[src/rtl/axis_pkt_limiter.sv]
// axis_pkt_limiter: AXI-Stream max-packet-length limiter with registered, skid-buffered outputs
// Ports: clk/rst (sync, active-high); s_axis_* input stream; m_axis_* output stream;
//   stat_pkt_count / stat_trunc_count / stat_drop_beats statistics.
// Oversized packets are cut at MAX_BEATS (tlast forced, tuser[0] set), the remainder is dropped.
// Define AXIS_PKT_LIMITER_STATS_EN to build the statistics counters; otherwise stat_* read 0.
module axis_pkt_limiter #(
  parameter int DATA_WIDTH = 64,
  parameter int KEEP_WIDTH = (DATA_WIDTH + 7) / 8,
  parameter int ID_WIDTH   = 8,
  parameter int DEST_WIDTH = 8,
  parameter int USER_WIDTH = 1,
  parameter int MAX_BEATS  = 16,
  parameter int CNT_WIDTH  = 32
) (
  input  logic                  clk,
  input  logic                  rst,
  input  logic [DATA_WIDTH-1:0] s_axis_tdata,
  input  logic [KEEP_WIDTH-1:0] s_axis_tkeep,
  input  logic                  s_axis_tvalid,
  output logic                  s_axis_tready,
  input  logic                  s_axis_tlast,
  input  logic [ID_WIDTH-1:0]   s_axis_tid,
  input  logic [DEST_WIDTH-1:0] s_axis_tdest,
  input  logic [USER_WIDTH-1:0] s_axis_tuser,
  output logic [DATA_WIDTH-1:0] m_axis_tdata,
  output logic [KEEP_WIDTH-1:0] m_axis_tkeep,
  output logic                  m_axis_tvalid,
  input  logic                  m_axis_tready,
  output logic                  m_axis_tlast,
  output logic [ID_WIDTH-1:0]   m_axis_tid,
  output logic [DEST_WIDTH-1:0] m_axis_tdest,
  output logic [USER_WIDTH-1:0] m_axis_tuser,
  output logic [CNT_WIDTH-1:0]  stat_pkt_count,
  output logic [CNT_WIDTH-1:0]  stat_trunc_count,
  output logic [CNT_WIDTH-1:0]  stat_drop_beats
);
  localparam int BW = $clog2(MAX_BEATS + 1);
  localparam int PW = DATA_WIDTH + KEEP_WIDTH + 1 + ID_WIDTH + DEST_WIDTH + USER_WIDTH;
  typedef enum logic {PASS, DROP} state_t;
  state_t state, state_nx;
  logic [BW-1:0] beat_cnt, beat_cnt_nx;
  logic [PW-1:0] out_reg, skid_reg, beat_in;
  logic [USER_WIDTH-1:0] user_o;
  logic s_ready, m_valid, sk_valid, m_valid_nx, sk_valid_nx;
  logic acc, take, emit, force_last, last_o, out_free;
  always_comb begin
    acc = s_axis_tvalid && s_ready;
    take = m_valid && m_axis_tready;
    emit = acc && state == PASS;
    force_last = (beat_cnt + BW'(1) == BW'(MAX_BEATS)) && !s_axis_tlast;
    last_o = s_axis_tlast || force_last;
    user_o = s_axis_tuser | USER_WIDTH'(force_last);
    beat_in = {s_axis_tdata, s_axis_tkeep, last_o, s_axis_tid, s_axis_tdest, user_o};
    out_free = !m_valid || take;
    m_valid_nx = sk_valid || emit || (m_valid && !take);
    sk_valid_nx = (sk_valid || emit) && !out_free;
    beat_cnt_nx = emit ? (last_o ? '0 : beat_cnt + BW'(1)) : beat_cnt;
    state_nx = state;
    if (emit && force_last) state_nx = DROP;
    if (acc && state == DROP && s_axis_tlast) state_nx = PASS;
  end
  always_ff @(posedge clk) begin
    if (rst) begin
      state <= PASS;
      beat_cnt <= '0;
      m_valid <= 1'b0;
      sk_valid <= 1'b0;
      s_ready <= 1'b0;
      out_reg <= '0;
      skid_reg <= '0;
    end else begin
      state <= state_nx;
      beat_cnt <= beat_cnt_nx;
      m_valid <= m_valid_nx;
      sk_valid <= sk_valid_nx;
      // DROP swallows everything, so input may stay open even with the skid occupied
      s_ready <= state_nx == DROP || !sk_valid_nx;
      if (sk_valid && out_free) out_reg <= skid_reg;
      else if (emit && out_free) out_reg <= beat_in;
      if (emit && !out_free) skid_reg <= beat_in;
    end
  end
  assign {m_axis_tdata, m_axis_tkeep, m_axis_tlast, m_axis_tid, m_axis_tdest, m_axis_tuser} = out_reg;
  assign m_axis_tvalid = m_valid;
  assign s_axis_tready = s_ready;
`ifdef AXIS_PKT_LIMITER_STATS_EN
  logic out_forced, sk_forced;
  logic [CNT_WIDTH-1:0] pkt_cnt, trunc_cnt, drop_cnt;
  // forced flag travels with the beat, since tuser[0] may already be set by the source
  always_ff @(posedge clk) begin
    if (rst) begin
      out_forced <= 1'b0;
      sk_forced <= 1'b0;
      pkt_cnt <= '0;
      trunc_cnt <= '0;
      drop_cnt <= '0;
    end else begin
      if (sk_valid && out_free) out_forced <= sk_forced;
      else if (emit && out_free) out_forced <= force_last;
      if (emit && !out_free) sk_forced <= force_last;
      if (take && m_axis_tlast) pkt_cnt <= pkt_cnt + CNT_WIDTH'(1);
      if (take && out_forced) trunc_cnt <= trunc_cnt + CNT_WIDTH'(1);
      if (acc && state == DROP) drop_cnt <= drop_cnt + CNT_WIDTH'(1);
    end
  end
  assign stat_pkt_count = pkt_cnt;
  assign stat_trunc_count = trunc_cnt;
  assign stat_drop_beats = drop_cnt;
`else
  assign stat_pkt_count = '0;
  assign stat_trunc_count = '0;
  assign stat_drop_beats = '0;
`endif
endmodule

[config.mk]
export PLATFORM = sky130hd
export DESIGN_NAME = axis_pkt_limiter
export DESIGN_NICKNAME = d
export VERILOG_FILES = /design/src/rtl/axis_pkt_limiter.sv
export SDC_FILE = /design/constraint.sdc
export NUM_CORES = 1
export LEC_CHECK = 0
export ABC_AREA = 1
export CAP_MARGIN = 20
export CORE_UTILIZATION = 35
export CTS_CLUSTER_DIAMETER = 100
export DETAILED_ROUTE_END_ITERATION = 10
export DONT_BUFFER_PORTS = 1
export PLACE_DENSITY = 0.57
export SETUP_SLACK_MARGIN = 0.2
export SYNTH_ARGS = -nofsm -noshare
export SYNTH_HDL_FRONTEND = slang
export SYNTH_SLANG_ARGS = --single-unit
[constraint.sdc]
create_clock -name clk -period 1.7 [get_ports clk]
set_input_delay 0 -clock clk [delete_from_list [all_inputs] [get_ports clk]]
set_output_delay 0 -clock clk [all_outputs]
set_load 0.05 [all_outputs]
Word level (Yosys, flattened, before mapping)
Index checks and enable logic that the tools add are counted.

Output and inout port bits: 188. Input bits: 94. Register bits after elaboration: 189. Logic and storage cells: 39.

Equal/unequal tests: 1. Reduce and logical (&&, ||, !) cells: 23. Mux-type cells: 5. $add $sub $neg: 1. Bitwise logic cells: 2.

Operator list (number): 2-to-1 mux 90 bit (2); logical AND 1 bit (12); adder 5 x 1 -> 5 bit, second input constant (1); == test 5 bit, second input constant (1); logical NOT 1 bit (5); logical OR 1 bit (5); 2-to-1 mux 5 bit (1); 2-to-1 mux 1 bit (2); nonzero test 2 bit (1); inverter 1 bit (1); OR 1 bit (1).

Depth between registers and ports, before layout
Gate-level depths: netlist of the first run.

Word-level depth: 7. Depth in mapped cells: 10. Gate-level depth less buffers: 10.

Worst setup path before layout of the first run
OpenSTA, ideal clock, no wires.

Kind: register to register. Start point: register s_ready, in the netlist s_axis_tready. End point: register skid_reg[0]. Data required time: 1584 ps. Data arrival time: 1702 ps. Path buffers: 1. Library setup time: 116 ps. Clock period less this slack: 1818 ps. Setup slack: -118 ps. Cell stages (with the launch flop): 9. Cell sequence: dfxtp_1 > nand2_1 > nor2_4 > inv_2 > nor2_4 > clkbuf_1 > nand3_1 > o211ai_1 > inv_1.

Cells in the longest elaborated chain, start to end: 3.

Ends and longest elaborated chain: start: declaration (line 44) `logic s_ready, m_valid, sk_valid, m_valid_nx, sk_valid_nx;`; start signal: assignment (line 77) `s_ready <= state_nx == DROP || !sk_valid_nx;`; logical AND 1 bit (line 47) `acc = s_axis_tvalid && s_ready;`; logical AND 1 bit (line 49) `emit = acc && state == PASS;`; logical AND 1 bit (line 80) `if (emit && !out_free) skid_reg <= beat_in;`; end signal: assignment (line 80); end: declaration (line 42) `logic [PW-1:0] out_reg, skid_reg, beat_in;`.

No other way between the ends. A chain may end at the register's enable or synchronous reset.

Worst setup path in the final report of the first run
Start point: register s_ready, in the netlist s_axis_tready. End point: register out_reg[60].

Cells in the longest elaborated chain, start to end: 4.

Ends and longest elaborated chain: logical AND 1 bit (line 47); logical AND 1 bit (line 49); logical AND 1 bit (line 79) `else if (emit && out_free) out_reg <= beat_in;`; nonzero test 2 bit (no source line); end signal: assignment (line 78) `if (sk_valid && out_free) out_reg <= skid_reg;`; end signal: assignment (line 79); end: declaration (line 42).

No other way between the ends.

==> flow_metrics.env, run 1 <==
export IMPL_chipHeight_um=154
export IMPL_place_gp_congestion=0.740
export IMPL_worst_setup_path_type="reg2reg"
export IMPL_finalWorstPathRequiredPeriod_ns=1.53
export IMPL_power_report_internal_total_mw=7.24
export IMPL_yosysWarnings=0
export IMPL_fin_cells=1528
export IMPL_timing_critical_path_required_ns=2.06
export IMPL_timing_hold_ws_ns=0.281
export IMPL_fmax_ghz=0.653
export IMPL_relSlewSlack=0.609
export IMPL_synth_commonest_cells="189 x dfxtp_1, 178 x nor2_1, 173 x o21ai_0, 108 x nand2_1, 100 x nand3_1"
export IMPL_cellLeakagePower_nw=4.71
export IMPL_worstMarginPinSlew_ns=0.586
export IMPL_finalCritPeriodShare=0.901
export IMPL_clk_latency_ns=0.43
export IMPL_number_of_failing_hold_endpoints_at_the_final_stage=0
export IMPL_clock_skew_final_ns=0.0136
export IMPL_io_pins=282
export IMPL_switching_share=0.327
export IMPL_via_per_inst=4.84
export IMPL_avgRoutedWirePerCell_um=14.8
export IMPL_layout_drive_gt1_share=0.154
export IMPL_drt_iter0_markers=413
export IMPL_gr_usage_met2=0.310
export IMPL_dp_cells=1389
export IMPL_synthesis_area_per_instance_sq_um=7.63
export IMPL_dr_pass1_iters=5
export IMPL_crit_chain="nand2_2 > nor2_4 > inv_4 > o21ai_4 > buf_4 > clkbuf_16 > buf_4 > o21ai_0 > a31oi_1"
export IMPL_rsz_0062_raised_after_global_routing="true"
export IMPL_core_region_area_sq_mm=0.0227
export IMPL_synth_most_common_cell="dfxtp_1"
export IMPL_postSynthRegisterBits=189
export IMPL_via_count=7389
export IMPL_cts_sinks=189
export IMPL_worstHoldPathType="in2reg"
export IMPL_nNetsFinal=1325
export IMPL_tritoncts_num_buffers=17
export IMPL_run_status="complete, no violations"
export IMPL_grt_remaining_overflow=0
export IMPL_globalRouteMet3Util=0.0426
export IMPL_antenna_found_initial=1
export IMPL_syn_cell_area_sq_mm=0.00813
export IMPL_utilization=0.469
export IMPL_grt_total_usage=0.183
export IMPL_site_row_count=55
export IMPL_synth_distinct_cells=24
export IMPL_numPortBuffers=0
export IMPL_crit_path_max_fanout=8
export IMPL_synth_top_flop_cell="dfxtp_1"
export IMPL_grt_max_degree=91
export IMPL_p_seq_frac=0.437
export IMPL_switching_power_mw=3.52
export IMPL_ys_seq_area_frac=0.465
export IMPL_grt_busiest_layer="met2"
export IMPL_accumulated_negative_setup_slack_ns=0
export IMPL_finalPower_mw=10.8
export IMPL_setup_viol=0
export IMPL_critPathLaunchType="flip-flop"
export IMPL_global_route_usage_met1=0.225
export IMPL_drcViolationCount=0
export IMPL_floorplan_die_width_um=154
export IMPL_synth_top_area_frac=0.465
export IMPL_critPathArrivalTime_ns=1.89
export IMPL_ctsLongestPathBuffers=2
export IMPL_tritoncts="done"
export IMPL_biggest_area_contributors_in_the_synthesized_netlist="dfxtp_1 47%, o21ai_0 11%, buf_4 8.9%"
export IMPL_via_count_of_the_first_global_routing_pass=6872
export IMPL_share_comb_of_total_power=0.206
export IMPL_root_buffer="clkbuf_16"
export IMPL_power_per_cell_area_mw_per_mm2=1010
export IMPL_path_clk_slew_ns=0.07
export IMPL_max_rail_drop_vdd_mv=0.568
export IMPL_postRouteWirelength_mm=22.7
export IMPL_max_cap_viols=0
export IMPL_htree_num_levels=4
export IMPL_antenna_left=0
export IMPL_critical_path_top_cell_by_count="buf_4"
export IMPL_synthArstFlopShare=0
export IMPL_fill_cells=2200
export IMPL_design_die_area_sq_mm=0.0238
export IMPL_syn2layout_area_growth_pct=31.2
export IMPL_global_route_wire_length_before_repair_mm=35.4
export IMPL_maxSlewViolCount=0
export IMPL_critical_path_max_stage_delay_ns=0.35
export IMPL_synth_enable_flop_cells=0
export IMPL_synthDominantAreaCellType="dfxtp_1"
export IMPL_initial_core_util=0.358
export IMPL_dp_hpwl_mm=13.1
export IMPL_clock_power_share=0.357
export IMPL_endpoint_kind="flip-flop"
export IMPL_postSynthCellCount=1066
export IMPL_cp_slowest_cell="dfxtp_4"
power by group through the flow:
stage | Clock [mW] | Sequential, mW | Combinational [mW]
2_1_floorplan | 0 | 5.41 | 1.05
3_3_place_gp | 0 | 4.80 | 1.92
3_5_place_dp | 0 | 4.80 | 1.93
4_1_cts | 3.95 | 4.70 | 2.16
5_1_grt | 4.11 | 4.72 | 2.35
6_report | 3.85 | 4.70 | 2.21
metrics by stage:
step	worst slack (ns)	area (sq um)
global placement	0.212	8880
CTS	0.201	10400
floorplan	0.188	8500
global route	0.0618	10700
finish	0.168	10700
detailed placement	0.199	8880
cells by family after synthesis:
group,after synthesis,synth area share
buf+inv,200,0.142
fa+ha+maj,2,0.00308
simple gates,392,0.200
compound gates,281,0.188
xor+xnor,1,0.00108
flops,189,0.465
other cells,1,0.000461
path summary, 6_finish.rpt:
check / to / start / slack [ns] / cells after the start
setup / recovery: out_reg[60] / s_axis_tready / 0.17 / 9
hold / removal: skid_reg[55] / s_axis_tdata[29] / 0.28 / 3
setup reg to reg: out_reg[60] / s_axis_tready / 0.17 / 9
hold reg to reg: out_reg[20] / skid_reg[20] / 0.50 / 2
worst max-delay path, delay by kind of cell (launching register included):
| kind | cells | cell delay (ns) |
|---|---|---|
| AND/OR/NAND/NOR | 2 | 0.18 |
| AO/OA/AOI/OAI | 3 | 0.43 |
| buffers and inverters | 4 | 0.51 |
| flip-flops | 1 | 0.35 |
area by class of cell:
class / count / area [sq um] / area share
diodes: 1 / 2.50 / 0.000235
clock buffers: 19 / 453 / 0.0425
clock inverters: 13 / 106 / 0.00998
inverters: 19 / 81.3 / 0.00763
multi-input cells: 772 / 3590 / 0.337
flip-flops and latches: 189 / 3800 / 0.356
well taps: 285 / 357 / 0.0334
repair buffers: 230 / 2280 / 0.213
routing by layer:
metal,vias up,wire [um]
li1,3747,-
met1,3381,10000
met2,235,11000
met3,26,1250
met4,0,409
met5,-,0
what timing repair did:
item                                    CTS  global route
hold buffers                             93             0
pin swaps                                 0             4
resized for setup                         4            16
endpoints found under the setup margin   11           165
hold endpoints to repair                189             0
gates cloned                              1             6
buffers inserted                          0             6
placed cells by master (no fill, tap or decap), types with 2 or more instances in the layout:
cell type	count
dfxtp_2	2
clkinv_2	2
dfxtp_1	184
o21ai_1	9
nor2_1	177
buf_6	3
nand2_2	2
dlygate4sd3_1	93
clkinvlp_4	4
clkbuf_16	22
dfxtp_4	3
a21oi_1	9
a31oi_1	88
nand2_1	106
buf_16	2
buf_8	2
o21ai_0	173
clkbuf_8	2
buf_4	113
nor2_4	3
conb_1	96
inv_8	2
inv_4	4
nand3_1	99
inv_1	14
inv_6	4
buf_12	11
Note: power is estimated with default switching activity, not from simulation.
==> run 2: changes to the inputs <==
--- a/config.mk
+++ b/config.mk
@@ -11,7 +11,7 @@
 export CTS_CLUSTER_DIAMETER = 100
 export DETAILED_ROUTE_END_ITERATION = 10
 export DONT_BUFFER_PORTS = 1
-export PLACE_DENSITY = 0.57
+export PLACE_DENSITY_LB_ADDON = 0.08
 export SETUP_SLACK_MARGIN = 0.2
 export SYNTH_ARGS = -nofsm -noshare
 export SYNTH_HDL_FRONTEND = slang
==> run 2 against run 1 <==
  * Via count up 1.0%
  * Critical path depth unchanged
  * Critical path type unchanged
  * Critical endpoint is now out_reg[17]
  * Largest power group unchanged
  * Routed wire length up 8.9%
  * Total power up 2.1%
  * Sequential share of layout area about the same
  * Combinational power about the same
  * Highest routed layer unchanged
  * Clock skew up 0.0042 ns
  * First-iteration DRC count down 1.5%
  * Non-clock buffer count down 3
==> flow_metrics.env, run 2 (synthesis results as in run 1) <==
export IMPL_clk_latency_ns=0.44
export IMPL_grt_remaining_overflow=0
export IMPL_dr_pass1_iters=6
export IMPL_avgRoutedWirePerCell_um=16.2
export IMPL_crit_chain="inv_1 > nor2_4 > inv_4 > nand2_8 > o21ai_4 > buf_4 > bufbuf_16 > o21ai_1 > a21oi_1"
export IMPL_r2r_end="out_reg[17]"
export IMPL_global_route_wire_length_before_repair_mm=36.4
export IMPL_clock_power_share=0.371
export IMPL_initial_core_util=0.358
export IMPL_drcViolationCount=0
export IMPL_fill_cells=2276
export IMPL_ctsLongestPathBuffers=2
export IMPL_antenna_found_initial=1
export IMPL_critical_path_max_stage_delay_ns=0.34
export IMPL_max_cap_viols=0
export IMPL_ff2ff_path_depth=9
export IMPL_path_buf_inv=4
export IMPL_finalWorstPathRequiredPeriod_ns=1.50
export IMPL_tritoncts="done"
export IMPL_setup_viol=0
export IMPL_critPathLaunchType="flip-flop"
export IMPL_core_region_area_sq_mm=0.0227
export IMPL_switching_share=0.326
export IMPL_via_count_of_the_first_global_routing_pass=6849
export IMPL_run_status="complete, no violations"
export IMPL_most_common_layout_cells="184 x dfxtp_1, 177 x nor2_1, 165 x o21ai_0, 109 x buf_4, 105 x nand2_1"
export IMPL_drt_iter0_markers=407
export IMPL_power_report_internal_total_mw=7.40
export IMPL_switching_power_mw=3.58
export IMPL_worstHoldPathType="in2reg"
export IMPL_accumulated_negative_setup_slack_ns=0
export IMPL_tritoncts_num_buffers=17
export IMPL_most_common_cell_after_layout_fill_and_taps_aside="dfxtp_1"
export IMPL_crit_path_max_fanout=13
export IMPL_critical_path_top_delay_family="buffers and inverters"
export IMPL_power_per_cell_area_mw_per_mm2=1030
export IMPL_max_rail_drop_vdd_mv=0.612
export IMPL_design_die_area_sq_mm=0.0238
export IMPL_chipHeight_um=154
export IMPL_clock_skew_final_ns=0.0178
export IMPL_cts_sinks=189
export IMPL_whs_endpoint="skid_reg[61]"
export IMPL_endpoint_kind="flip-flop"
export IMPL_fmax_ghz=0.665
export IMPL_p_seq_frac=0.428
export IMPL_rsz_0062_raised_after_global_routing="true"
export IMPL_antenna_left=0
export IMPL_worst_hold_startpoint="s_axis_tdata[35]"
export IMPL_io_pins=282
export IMPL_share_comb_of_total_power=0.201
export IMPL_floorplan_die_width_um=154
export IMPL_path_clk_slew_ns=0.08
export IMPL_worst_hold_path_num_cells=3
export IMPL_grt_total_usage=0.190
export IMPL_timing_critical_path_required_ns=2.02
export IMPL_number_of_failing_hold_endpoints_at_the_final_stage=0
export IMPL_cellLeakagePower_nw=4.73
export IMPL_grt_max_degree=91
export IMPL_worst_setup_path_type="reg2reg"
export IMPL_worst_r2r_startpoint="m_axis_tvalid"
export IMPL_dp_hpwl_mm=13.3
export IMPL_syn2layout_area_growth_pct=31.2
export IMPL_postRouteWirelength_mm=24.7
export IMPL_site_row_count=55
export IMPL_postPlaceCellArea_sq_mm=0.00880
export IMPL_layout_drive_gt1_share=0.153
export IMPL_finalCritPeriodShare=0.885
export IMPL_cp_slowest_cell="dfxtp_4"
export IMPL_place_gp_congestion=0.704
export IMPL_root_buffer="clkbuf_16"
export IMPL_maxSlewViolCount=0
export IMPL_htree_num_levels=4
export IMPL_via_count=7463
export IMPL_stdcell_area_sq_mm=0.0107
export IMPL_via_per_inst=4.89
export IMPL_critPathArrivalTime_ns=1.83
export IMPL_nNetsFinal=1322
export IMPL_numPortBuffers=0
export IMPL_setup_reg_to_reg_worst_slack_ns=0.20
run 2: repair_timing:
item | 4_1_cts | 5_1_grt
cloned | 1 | 7
setup endpoints to repair | 60 | 186
pin swaps | 2 | 4
hold endpoints to repair | 189 | 0
gates resized for setup | 5 | 29
setup buffers | 5 | 2
hold buffers | 93 | 0
run 2: area by class of cell:
class	instances	area, sq um	share of cell area
inverter	19	81.3	0.00762
timing repair buffer	227	2230	0.210
clock inverter	13	141	0.0133
clock buffer	19	453	0.0425
sequential	189	3800	0.356
tap	285	357	0.0334
antenna	1	2.50	0.000235
multi-input combinational	772	3600	0.337
run 2: worst reg2reg max path: cells and delay by family, from the launching register on:
kind / cells / cell delay [ns]
compound gates: 3 / 0.25
buf+inv: 4 / 0.56
flops: 1 / 0.34
simple gates: 2 / 0.24
run 2: per-layer routing:
layer  vias up  track usage  part of all wire
met5         -            0                 0
met4         0       0.0542             0.011
met3        15       0.0451             0.060
met2       250        0.320              0.47
met1      3461        0.243              0.46
li1       3737            -                 -
run 2: worst max path at each step:
stage                        from     endpoint  depth (start not counted)
detailed placement  m_axis_tvalid   out_reg[0]                          8
global route        s_axis_tready  out_reg[69]                          8
global placement    m_axis_tvalid  out_reg[17]                          8
finish              m_axis_tvalid  out_reg[17]                          9
floorplan           s_axis_tready  skid_reg[0]                          8
CTS                 m_axis_tvalid  out_reg[17]                          9
run 2: power groups by stage:
stage               registers, mW  logic, mW  clock network [mW]
floorplan                    5.41       1.05                   0
global placement             4.80       1.92                   0
detailed placement           4.80       1.92                   0
CTS                          4.70       2.17                4.22
global route                 4.72       2.33                4.35
finish                       4.70       2.21                4.08
run 2: metrics by stage:
step	setup slack (ns)	hold WS (ns)	util	power (mW)	instances
4_1_cts	0.179	0.259	0.459	11.1	1515
6_report	0.196	0.271	0.470	11.0	1525
5_1_grt	0.105	0.280	0.470	11.4	1525
3_3_place_gp	0.192	0.0680	0.388	6.72	1384
3_5_place_dp	0.178	0.0737	0.388	6.72	1384
2_1_floorplan	0.188	0.0691	-	6.46	1161
==> run 3: changes to the inputs <==
==> constraint.sdc (replaced) <==
create_clock -name clk -period 1.7 [get_ports clk]
set_input_delay 0 -clock clk [delete_from_list [all_inputs] [get_ports clk]]
set_output_delay 0 -clock clk [all_outputs]
set_load 0.005 [all_outputs]
==> run 3 against run 2 <==
  * Core utilization decreased by 0.52 points
  * Clock skew fell by 0.0019 ns
  * First-iteration DRC count is 13% lower
  * Global-route usage increased by 0.33 points
  * Critical path type unchanged
==> flow_metrics.env, run 3 (synthesis results as in run 1) <==
export IMPL_run_status="complete, no violations"
export IMPL_fmax_ghz=0.649
export IMPL_finalWorstPathRequiredPeriod_ns=1.54
export IMPL_timing_critical_path_required_ns=2.02
export IMPL_power_per_cell_area_mw_per_mm2=958
export IMPL_via_count=7228
export IMPL_tritoncts_num_buffers=17
export IMPL_syn2layout_area_growth_pct=29.8
export IMPL_finalPower_mw=10.1
export IMPL_nNetsFinal=1253
export IMPL_clock_skew_final_ns=0.0159
export IMPL_number_of_failing_hold_endpoints_at_the_final_stage=0
export IMPL_cts_sinks=189
export IMPL_via_count_of_the_first_global_routing_pass=6662
export IMPL_crit_path_max_fanout=8
export IMPL_fin_cells=1456
export IMPL_max_rail_drop_vdd_mv=0.573
export IMPL_site_row_count=55
export IMPL_design_die_area_sq_mm=0.0238
export IMPL_grt_max_degree=75
export IMPL_place_gp_congestion=0.730
export IMPL_timing_hold_ws_ns=0.273
export IMPL_endpoint_kind="flip-flop"
export IMPL_dp_hpwl_mm=13.4
export IMPL_critPathLaunchType="flip-flop"
export IMPL_clk_latency_ns=0.44
export IMPL_worstHoldPathType="in2reg"
export IMPL_initial_core_util=0.358
export IMPL_rsz_0062_raised_after_global_routing="true"
export IMPL_cellLeakagePower_nw=4.44
export IMPL_regArea_sq_mm=0.00379
export IMPL_grt_remaining_overflow=0
export IMPL_multi_input_area_sq_mm=0.00380
export IMPL_worstMarginPinSlew_ns=0.532
export IMPL_path_clk_slew_ns=0.07
export IMPL_fill_cells=2295
export IMPL_numPortBuffers=0
export IMPL_layout_drive_gt1_share=0.132
export IMPL_setup_viol=0
export IMPL_maxSlewViolCount=0
export IMPL_drcViolationCount=0
export IMPL_accumulated_negative_setup_slack_ns=0
export IMPL_grt_total_usage=0.194
export IMPL_postRouteWirelength_mm=24.0
export IMPL_dr_pass1_iters=5
export IMPL_tritoncts="done"
export IMPL_root_buffer="clkbuf_16"
export IMPL_chipHeight_um=154
export IMPL_most_common_cell_after_layout_fill_and_taps_aside="dfxtp_1"
export IMPL_floorplan_die_width_um=154
export IMPL_antenna_found_initial=1
export IMPL_htree_num_levels=4
export IMPL_avgRoutedWirePerCell_um=16.5
export IMPL_ctsLongestPathBuffers=2
export IMPL_most_common_layout_cells="184 x dfxtp_1, 177 x nor2_1, 137 x o21ai_0, 105 x nand2_1, 99 x nand3_1"
export IMPL_finalCritPeriodShare=0.907
export IMPL_drt_iter0_markers=354
export IMPL_max_cap_viols=0
export IMPL_core_region_area_sq_mm=0.0227
export IMPL_critPathArrivalTime_ns=1.86
export IMPL_antenna_left=0
export IMPL_utilization=0.465
export IMPL_global_route_wire_length_before_repair_mm=36.7
export IMPL_worst_setup_path_type="reg2reg"
export IMPL_relSlewSlack=0.645
export IMPL_dp_cells=1298
export IMPL_io_pins=282
export IMPL_via_per_inst=4.96
run 3: changes by cell type in the layout (fill, tap and decap cells not counted), moves of 5 or more:
cell     previous run  this run
buf_12             10        19
inv_6               6         1
o21ai_2             0        28
o21ai_0           165       137
a31oi_4             0         6
buf_4             109        25
a31oi_1            88        82
run 3: cell type report:
cell class                      instances  area share
Clock buffer                           19      0.0429
Multi-Input combinational cell        772       0.360
Clock inverter                         13      0.0148
Timing Repair Buffer                  158       0.181
Antenna cell                            1    0.000237
Inverter                               19     0.00795
Tap cell                              285      0.0338
Sequential cell                       189       0.360
run 3: timing repair:
action / CTS / global route
hold buffers: 92 / 2
gates cloned: 4 / 8
endpoints found under the setup margin: 90 / 154
gates resized for setup: 16 / 95
setup buffers: 8 / 12
endpoints found under the hold margin: 189 / 35
pin swaps: 0 / 3
run 3: final timing paths:
path | start | slack, ns | to | depth (start not counted)
max | m_axis_tvalid | 0.16 | out_reg[74] | 10
min | s_axis_tdata[28] | 0.27 | skid_reg[54] | 3
max reg2reg | m_axis_tvalid | 0.16 | out_reg[74] | 10
min reg2reg | skid_reg[79] | 0.49 | out_reg[79] | 2
run 3: report_power, final:
group,internal [mW],switching (mW)
Clock,2.29,1.89
Combinational,0.546,0.566
Sequential,4.63,0.170
run 3: per-stage QoR:
stage                     instance area (sq um)  setup WS (ns)
after floorplan                            8490          0.280
after global placement                     8190          0.187
after detailed placement                   8190          0.169
after CTS                                  9950          0.171
after global routing                      10500         0.0902
final                                     10500          0.158
run 3: layer usage:
layer	vias to the layer above	wire (um)	track usage
li1	3611	-	-
met1	3357	11100	0.245
met4	0	172	0.0453
met5	-	0	0
met2	242	11300	0.325
met3	18	1530	0.0546
run 3: worst max-delay path, stage by stage, from the launching register on:
cell	delay (ns)
dfxtp_2	0.33
inv_2	0.04
nor2_4	0.12
clkinv_4	0.11
nand2_8	0.09
o21ai_4	0.07
buf_12	0.13
buf_12	0.15
clkbuf_16	0.17
o21ai_2	0.17
a31oi_4	0.04
